File: src/rtl/arrhythmia_pkg.sv
// Shared types and Q4.11 sign-magnitude field widths for the arrhythmia host-side sequencer.
package arrhythmia_pkg;

  typedef enum logic [1:0] {COLLECT, LAUNCH, RUN, RESULT} seq_state_e;

  localparam int unsigned Q_WIDTH     = 16;
  localparam int unsigned Q_INT_BITS  = 4;
  localparam int unsigned Q_FRAC_BITS = 11;
  localparam int unsigned Q_MAG_BITS  = Q_INT_BITS + Q_FRAC_BITS;
  localparam int unsigned SM_SIGN_BIT = Q_WIDTH - 1;
  localparam int unsigned STAT_WIDTH  = 16;

endpackage

File: src/rtl/sm_compare.sv
// Combinational sign-magnitude greater-than: gt = (a > b), with +0 ranked above -0.
module sm_compare
  import arrhythmia_pkg::*;
#(
  parameter int unsigned WIDTH = Q_WIDTH
) (
  input  logic [WIDTH-1:0] a,
  input  logic [WIDTH-1:0] b,
  output logic             gt
);

  logic             a_neg;
  logic             b_neg;
  logic [WIDTH-2:0] a_mag;
  logic [WIDTH-2:0] b_mag;

  always_comb begin
    a_neg = a[WIDTH-1];
    b_neg = b[WIDTH-1];
    a_mag = a[WIDTH-2:0];
    b_mag = b[WIDTH-2:0];
    gt    = 1'b0;
    if (a_neg != b_neg) begin
      // Signs differ: the positive operand wins even when both magnitudes are zero.
      gt = b_neg;
    end else if (a_neg) begin
      gt = (a_mag < b_mag);
    end else begin
      gt = (a_mag > b_mag);
    end
  end

endmodule

File: src/rtl/arrhythmia_frame_sequencer.sv
// Packs NSAMP samples into the accelerator frame, launches inference, returns the class result.
// Optional accuracy statistics (s_label, stat_total, stat_correct) under ARR_SEQ_ACCURACY_EN.
module arrhythmia_frame_sequencer
  import arrhythmia_pkg::*;
#(
  parameter int unsigned BITSIZE    = 16,
  parameter int unsigned NSAMP      = 10,
  parameter int unsigned LAUNCH_CYC = 2,
  parameter int unsigned TIMEOUT    = 255
) (
  input  logic                     clk,
  input  logic                     reset_n,
  input  logic                     s_valid,
  output logic                     s_ready,
  input  logic [BITSIZE-1:0]       s_data,
`ifdef ARR_SEQ_ACCURACY_EN
  input  logic                     s_label,
  output logic [STAT_WIDTH-1:0]    stat_total,
  output logic [STAT_WIDTH-1:0]    stat_correct,
`endif
  output logic                     acc_reset,
  output logic [BITSIZE*NSAMP-1:0] acc_x,
  input  logic [2*BITSIZE-1:0]     acc_y,
  input  logic                     acc_done,
  output logic                     r_valid,
  input  logic                     r_ready,
  output logic                     r_class,
  output logic [BITSIZE-1:0]       r_y1,
  output logic [BITSIZE-1:0]       r_y2,
  output logic                     r_timeout
);

  localparam int unsigned XW     = BITSIZE * NSAMP;
  localparam int unsigned IDX_W  = $clog2(XW);
  localparam int unsigned CNT_W  = $clog2(NSAMP + 1);
  localparam int unsigned LCNT_W = $clog2(LAUNCH_CYC + 1);
  localparam int unsigned TCNT_W = $clog2(TIMEOUT + 1);

  seq_state_e        state_q;
  logic [CNT_W-1:0]  count_q;
  logic [LCNT_W-1:0] lcnt_q;
  logic [TCNT_W-1:0] tcnt_q;
  logic [IDX_W-1:0]  slice_lsb;
  logic              y_gt;
`ifdef ARR_SEQ_ACCURACY_EN
  logic              label_q;
`endif

  // Sample k lands in the k-th slice counted from the MSB end of acc_x.
  assign slice_lsb = IDX_W'(BITSIZE * (NSAMP - 1 - 32'(count_q)));

  sm_compare #(
    .WIDTH(BITSIZE)
  ) u_cmp (
    .a  (acc_y[2*BITSIZE-1:BITSIZE]),
    .b  (acc_y[BITSIZE-1:0]),
    .gt (y_gt)
  );

  always_ff @(posedge clk or negedge reset_n) begin
    if (!reset_n) begin
      state_q      <= COLLECT;
      count_q      <= '0;
      lcnt_q       <= '0;
      tcnt_q       <= '0;
      acc_x        <= '0;
      acc_reset    <= 1'b1;
      s_ready      <= 1'b0;
      r_valid      <= 1'b0;
      r_class      <= 1'b0;
      r_y1         <= '0;
      r_y2         <= '0;
      r_timeout    <= 1'b0;
`ifdef ARR_SEQ_ACCURACY_EN
      label_q      <= 1'b0;
      stat_total   <= '0;
      stat_correct <= '0;
`endif
    end else begin
      unique case (state_q)
        COLLECT: begin
          acc_reset <= 1'b1;
          s_ready   <= 1'b1;
          if (s_valid && s_ready) begin
            acc_x[slice_lsb +: BITSIZE] <= s_data;
            count_q <= count_q + CNT_W'(1);
            if (count_q == CNT_W'(NSAMP - 1)) begin
              s_ready <= 1'b0;
              lcnt_q  <= '0;
              state_q <= LAUNCH;
`ifdef ARR_SEQ_ACCURACY_EN
              label_q <= s_label;
`endif
            end
          end
        end
        LAUNCH: begin
          if (lcnt_q == LCNT_W'(LAUNCH_CYC - 1)) begin
            acc_reset <= 1'b0;
            tcnt_q    <= '0;
            state_q   <= RUN;
          end else begin
            lcnt_q <= lcnt_q + LCNT_W'(1);
          end
        end
        RUN: begin
          tcnt_q <= tcnt_q + TCNT_W'(1);
          if (acc_done) begin
            r_y1      <= acc_y[2*BITSIZE-1:BITSIZE];
            r_y2      <= acc_y[BITSIZE-1:0];
            r_class   <= y_gt;
            r_timeout <= 1'b0;
            r_valid   <= 1'b1;
            acc_reset <= 1'b1;
            state_q   <= RESULT;
          end else if (tcnt_q == TCNT_W'(TIMEOUT - 1)) begin
            r_y1      <= '0;
            r_y2      <= '0;
            r_class   <= 1'b0;
            r_timeout <= 1'b1;
            r_valid   <= 1'b1;
            acc_reset <= 1'b1;
            state_q   <= RESULT;
          end
        end
        RESULT: begin
          if (r_ready) begin
            r_valid <= 1'b0;
            count_q <= '0;
            tcnt_q  <= '0;
            s_ready <= 1'b1;
            state_q <= COLLECT;
`ifdef ARR_SEQ_ACCURACY_EN
            if (!r_timeout) begin
              if (stat_total != '1) stat_total <= stat_total + STAT_WIDTH'(1);
              if ((r_class == label_q) && (stat_correct != '1)) begin
                stat_correct <= stat_correct + STAT_WIDTH'(1);
              end
            end
`endif
          end
        end
        default: state_q <= COLLECT;
      endcase
    end
  end

endmodule

File: config.mk
export PLATFORM = sky130hd
export DESIGN_NAME = arrhythmia_frame_sequencer
export DESIGN_NICKNAME = d
export VERILOG_FILES = /design/src/rtl/arrhythmia_pkg.sv /design/src/rtl/sm_compare.sv /design/src/rtl/arrhythmia_frame_sequencer.sv
export SDC_FILE = /design/constraint.sdc
export NUM_CORES = 1
export LEC_CHECK = 0
export ABC_AREA = 1
export CAP_MARGIN = 30
export CORE_MARGIN = 2
export CORE_UTILIZATION = 40
export DETAILED_ROUTE_END_ITERATION = 10
export PLACE_DENSITY = 0.75
export SETUP_SLACK_MARGIN = 0.15
export SYNTH_ARGS = -nofsm -noshare
export SYNTH_HDL_FRONTEND = slang
export SYNTH_HIERARCHICAL = 1
export SYNTH_SLANG_ARGS = --single-unit
File: constraint.sdc
create_clock -name clk -period 5.7 [get_ports clk]
set_input_delay 1.425 -clock clk [delete_from_list [all_inputs] [get_ports clk]]
set_output_delay 1.425 -clock clk [all_outputs]
set_load 0.005 [all_outputs]
**Word level (Yosys, flattened, before mapping)**

Cells that the tools add are included.

- Register bits after elaboration: 213
- Bits of input ports: 53
- Output and inout bits: 197
- Logic and storage cells: 87

- $add $sub $neg: 5
- $lt $le $gt $ge: 2
- Equal/unequal tests: 13
- Shift-type cells: 2
- Multiplexer cells: 36
- Reductions and logical operators: 17

Operators by type and width:

| cell | number |
|---|---|
| bitwise mux 160 bit | 1 |
| variable shift 16 x 10 -> 160 bit, first input constant | 1 |
| variable part select 16 x 10 -> 160 bit | 1 |
| 2-to-1 mux 16 bit | 3 |
| one-hot mux 8 bit (3 select lines) | 1 |
| 2-to-1 mux 2 bit | 9 |
| 2-to-1 mux 8 bit | 2 |
| > comparator 15 bit | 1 |
| less-than comparator 15 bit | 1 |
| 2-to-1 mux 1 bit | 12 |
| AND reduction 3 bit | 4 |
| != test 2 bit, second input constant | 5 |
| negation 8 -> 10 bit | 1 |
| adder 8 x 1 -> 8 bit, second input constant | 1 |
| == test 8 bit, second input constant | 1 |
| 2-to-1 mux 4 bit | 2 |
| one-hot mux 2 bit (4 select lines) | 1 |
| one-hot mux 4 bit (2 select lines) | 1 |
| nonzero test 2 bit | 4 |
| AND reduction 2 bit | 3 |
| nonzero test 3 bit | 2 |
| AND reduction 5 bit | 1 |
| adder 4 x 1 -> 4 bit, second input constant | 1 |
| == test 2 x 1 -> 1 bit, second input constant | 2 |
| other kinds (12) | 14 |

**Logic depth before layout (Yosys ltp)**

- Depth in word-level cells: 4
- Gate-level depth with buffers: 15
- Gate-level depth less buffers: 15

**By module**

The synthesis kept the hierarchy.

Modules (own cells, without submodules):

| module | instances | cells each | area an instance (sq um) | seq. area each (sq um) |
|---|---|---|---|---|
| arrhythmia_frame_sequencer | 1 | 1124 | 9470.3 | 5331.4 |
| sm_compare | 1 | 80 | 447.9 | 0.0 |

**Least setup slack after synthesis**

Ideal clock, no wire load.

- Kind: in2reg
- From: input port s_valid
- To: register acc_x[49]
- Setup time: 117 ps
- Arrival: 2429 ps
- Data required time: 5583 ps
- Setup slack: 3154 ps
- Stages on the path: 8
- Path buffers: 1
- Cells stage by stage: nand2_1 > nor2_2 > inv_1 > nor2_2 > nand2_1 > buf_2 > nand2_1 > nand2_1

- Cells in the longest elaborated chain, start to end: 2

RTL lines:

| element | RTL line | source |
|---|---|---|
| start, declared | arrhythmia_frame_sequencer.sv:13 | `input logic s_valid,` |
| logical AND 1 bit | arrhythmia_frame_sequencer.sv:84 | `if (s_valid && s_ready) begin` |
| AND reduction 2 bit (no line) | -- |  |
| end signal, assigned by index | arrhythmia_frame_sequencer.sv:85 | `acc_x[slice_lsb +: BITSIZE] <= s_data;` |
| end, declared | arrhythmia_frame_sequencer.sv:22 | `output logic [BITSIZE*NSAMP-1:0] acc_x,` |

No other way between the ends.
A chain may end at the register's enable or synchronous reset.

**Worst setup path after layout**

- From: register count_q[1]
- To: register acc_x[43]

- Cells in the longest elaborated chain, start to end: 4
- Elaborated cells between the ends (all ways): 5
- Those cells by class: 2 x add/sub; 2 x shift; 1 x mux

RTL lines:

| element | RTL line | source |
|---|---|---|
| start, declared | arrhythmia_frame_sequencer.sv:40 | `logic [CNT_W-1:0] count_q;` |
| start signal, assigned | arrhythmia_frame_sequencer.sv:86 | `count_q <= count_q + CNT_W'(1);` |
| subtractor 4 bit (*) | arrhythmia_frame_sequencer.sv:50 | `assign slice_lsb = IDX_W'(BITSIZE * (NSAMP - 1 - 32'(count_q)));` |
| negation 8 -> 10 bit (*) | arrhythmia_frame_sequencer.sv:85 |  |
| variable part select 16 x 10 -> 160 bit or variable shift 16 x 10 -> 160 bit (tied branches) | arrhythmia_frame_sequencer.sv:85 |  |
| bitwise mux 160 bit (*) | arrhythmia_frame_sequencer.sv:85 |  |

Mark *: on every way between the ends. The rest lies on a longest branch, timed or not.

==> results.yml <==
floorplanning:
  core_um2: 24300
  chipHeight_um: 161
  ios: 250
  chipWidth_um: 161
  rows: 57
  initial_core_util_pct: 40.8
  dieArea_um2: 26100
detailed_routing:
  drtIter0Drc: 623
  routed_via_density: 5.04
  dr.pass1.iters: 5
  ant_nets: 0
  routed_wl_mm: 29.3
  vias: 8894
  drc: 0
  wl_per_cell_um: 16.6
grt:
  grt_pass1_vias: 8668
  grt_usage_pct: 22.4
  grt_antenna_before_repair: 0
  grt_max_degree: 94
  overflow: 0
  grt_pass1_wl_mm: 46.3
sta:
  min_period_over_period_pct: 63.5
  slew_headroom_pct: 36.2
  maxSlewViolCount: 0
  hold_viol_final: 0
  rsz0062_at_grt: "false"
  report.final.setup_viol: 0
  finalSetupTns_ns: 0
  skew_ns: 0.0212
  tightestPinTransition_ns: 0.956
  fmax_mhz: 276
  layout_min_cycle_time_ns: 3.62
clock_network:
  post_cts_buffers: 0
  worstSkewPairLatency_ns: 0.53
  numCtsBuffers: 24
  cts_resized: 0
  postCtsHoldBufs: 0
  clkTransAtPathRegs_ns: 0.06
  clockRootBuffer: "clkbuf_16"
  cts_tree: "built"
  numClockSinks: 213
  h-tree-depth: 1
  clockBufferDepth: 3
setup_path:
  cp-end-kind: "flip-flop"
  cpLargestDelayFamily: "simple AND/OR/NAND/NOR gates"
  slowest_stage: "nand2_1"
  critPathBufInv: 1
  worstPathCellList: "inv_1 > ha_1 > ha_1 > xnor2_4 > nor2_4 > nand2_1 > o21ai_0"
  cp.arrival_ns: 4.02
  cp_common_cell: "ha_1"
  reg2reg_setup_slack_ns: 2.08
  setup.worst_path.class: "reg -> reg"
  critPathRequiredTime_ns: 6.10
  cp_max_fo: 36
  slowest_delay_ns: 0.77
  critPathLaunchType: "flip-flop"
synth:
  synth_seq_area_share_pct: 53.8
  synth_edf_count: 0
  synthMuxAreaShare_pct: 0
  netlist.area_leader.share_pct: 53.5
  syn-instance-count: 1204
  synth_top_family_by_area: "simple AND/OR/NAND/NOR gates"
  yosys_warnings: 6
  synth-adder-area-share_pct: 3.78
  synth-xor-area-share_pct: 0.896
  synth_commonest_cells: "467 x nand2_1, 212 x dfrtp_1, 110 x nand3_1, 87 x inv_1, 77 x nor2_1"
  synth_compound_area_share_pct: 5.46
  synth_cell_types: 37
  avgSynthCellArea_um2: 8.24
  yosysMostFrequentCell: "nand2_1"
  yosys.area_share.simple_pct: 30.0
  synth_largest_area_cell: "dfrtp_1"
  synth_ff_type: "dfrtp_1"
  async_reset_ff_share_pct: 100
  ys_seq_elements: 213
  ys_top_cells_by_area: "dfrtp_1 53%, nand2_1 18%, nand3_1 5.6%"
  netlist_area_um2: 9920
  syn-num-nets: 1287
layout:
  regArea_um2: 5330
  nets: 1512
  drive_gt1_share_pct: 4.58
  fin_cells: 1766
  syn_to_final_growth_pct: 35.5
  nFillCells: 2191
  num_antenna_cells: 0
  multi_input_area_um2: 3980
placement:
  dp_cells: 1727
  hpwlAfterDp_mm: 21.3
  place.gp.congestion: 0.883
  io_buffers: 249
pwr:
  ir_drop_uv: 354
  power_uw: 6520
  power_density_nw_per_um2: 485
  power_leakage_uw: 0.00680
worst_hold_path:
  hold_class: "reg -> reg"
outcome:
  status: "complete, no violations"
run:
  max_cap_violations: 0
==> stage by stage <==
step,setup WS (ns),util [%],hold WS (ns),cell area [um2]
6_report,2.08,55.2,0.462,13400
3_5_place_dp,1.72,52.1,0.457,12700
4_1_cts,2.12,55.2,0.467,13400
2_1_floorplan,3.15,-,0.451,9920
3_3_place_gp,1.77,51.8,0.452,12600
5_1_grt,1.77,55.2,0.486,13400
==> report_power, final <==
group,internal [uW],switching [uW]
logic,1120,1680
clock network,925,602
registers,1920,276
==> layout by cell type (no fill, tap or decap), types with 5 or more instances in the layout <==
master / instances
o21ai_1: 34
nand3b_1: 18
inv_1: 87
nand2_1: 467
ha_1: 30
clkbuf_8: 6
nor2_1: 77
o21ai_0: 57
dfrtp_1: 212
nand4_1: 10
nand3_1: 110
clkbuf_1: 6
clkbuf_16: 24
nor2_2: 5
a21oi_1: 11
clkdlybuf4s50_1: 248
==> kinds of logic (layout without fill, tap and decap cells) <==
kind of cell	Yosys count	count (layout)
and+or+nand+nor	703	703
AOI/OAI and AO/OA	106	106
adders and majority gates	30	30
buffers and inverters	147	385
xor gates and xnor gates	5	5
DFF	213	213
==> final timing paths <==
path                                   startpoint                     to  cells past startpoint
max in group asynchronous                 reset_n  acc_reset$_DFFE_PN1P_                      3
max reg2reg                count_q[1]$_DFFE_PN0P_  acc_x[43]$_DFFE_PN0P_                      7
max                        count_q[1]$_DFFE_PN0P_  acc_x[43]$_DFFE_PN0P_                      7
min                         acc_reset$_DFFE_PN1P_  acc_reset$_DFFE_PN1P_                      2
min in group asynchronous                 reset_n  acc_x[89]$_DFFE_PN0P_                      1
min reg2reg                 acc_reset$_DFFE_PN1P_  acc_reset$_DFFE_PN1P_                      2
==> sequential cells by signal (all words and copies together), names as in the netlist, 2 cells and up <==
name	flops
acc_x	160
r_y2	16
state_q	2
lcnt_q	2
tcnt_q	8
count_q	4
r_y1	16
==> worst reg2reg max path: stages, from the launching register on <==
cell     delay (ns)
dfrtp_1        0.44
inv_1          0.11
ha_1           0.25
ha_1           0.40
xnor2_4        0.37
nor2_4         0.73
nand2_1        0.77
o21ai_0        0.42
==> final cells by class <==
cell class / count / area share, %
inverters: 92 / 2.57
clock buffers: 35 / 5.15
clock inverters: 4 / 0.633
multi-input cells: 844 / 29.6
well taps: 324 / 3.02
flip-flops and latches: 213 / 39.7
repair buffers: 254 / 19.3
==> layer usage <==
layer	part of all wire (%)	GRT usage [%]	wire length, um	up-vias
met5	0	0	0	-
met4	4.7	9.21	1380	0
li1	-	-	-	4250
met3	11	7.22	3200	71
met1	40	28.4	11700	4161
met2	44	35.5	13000	412
No activity file was read; power rests on OpenSTA's default activity.
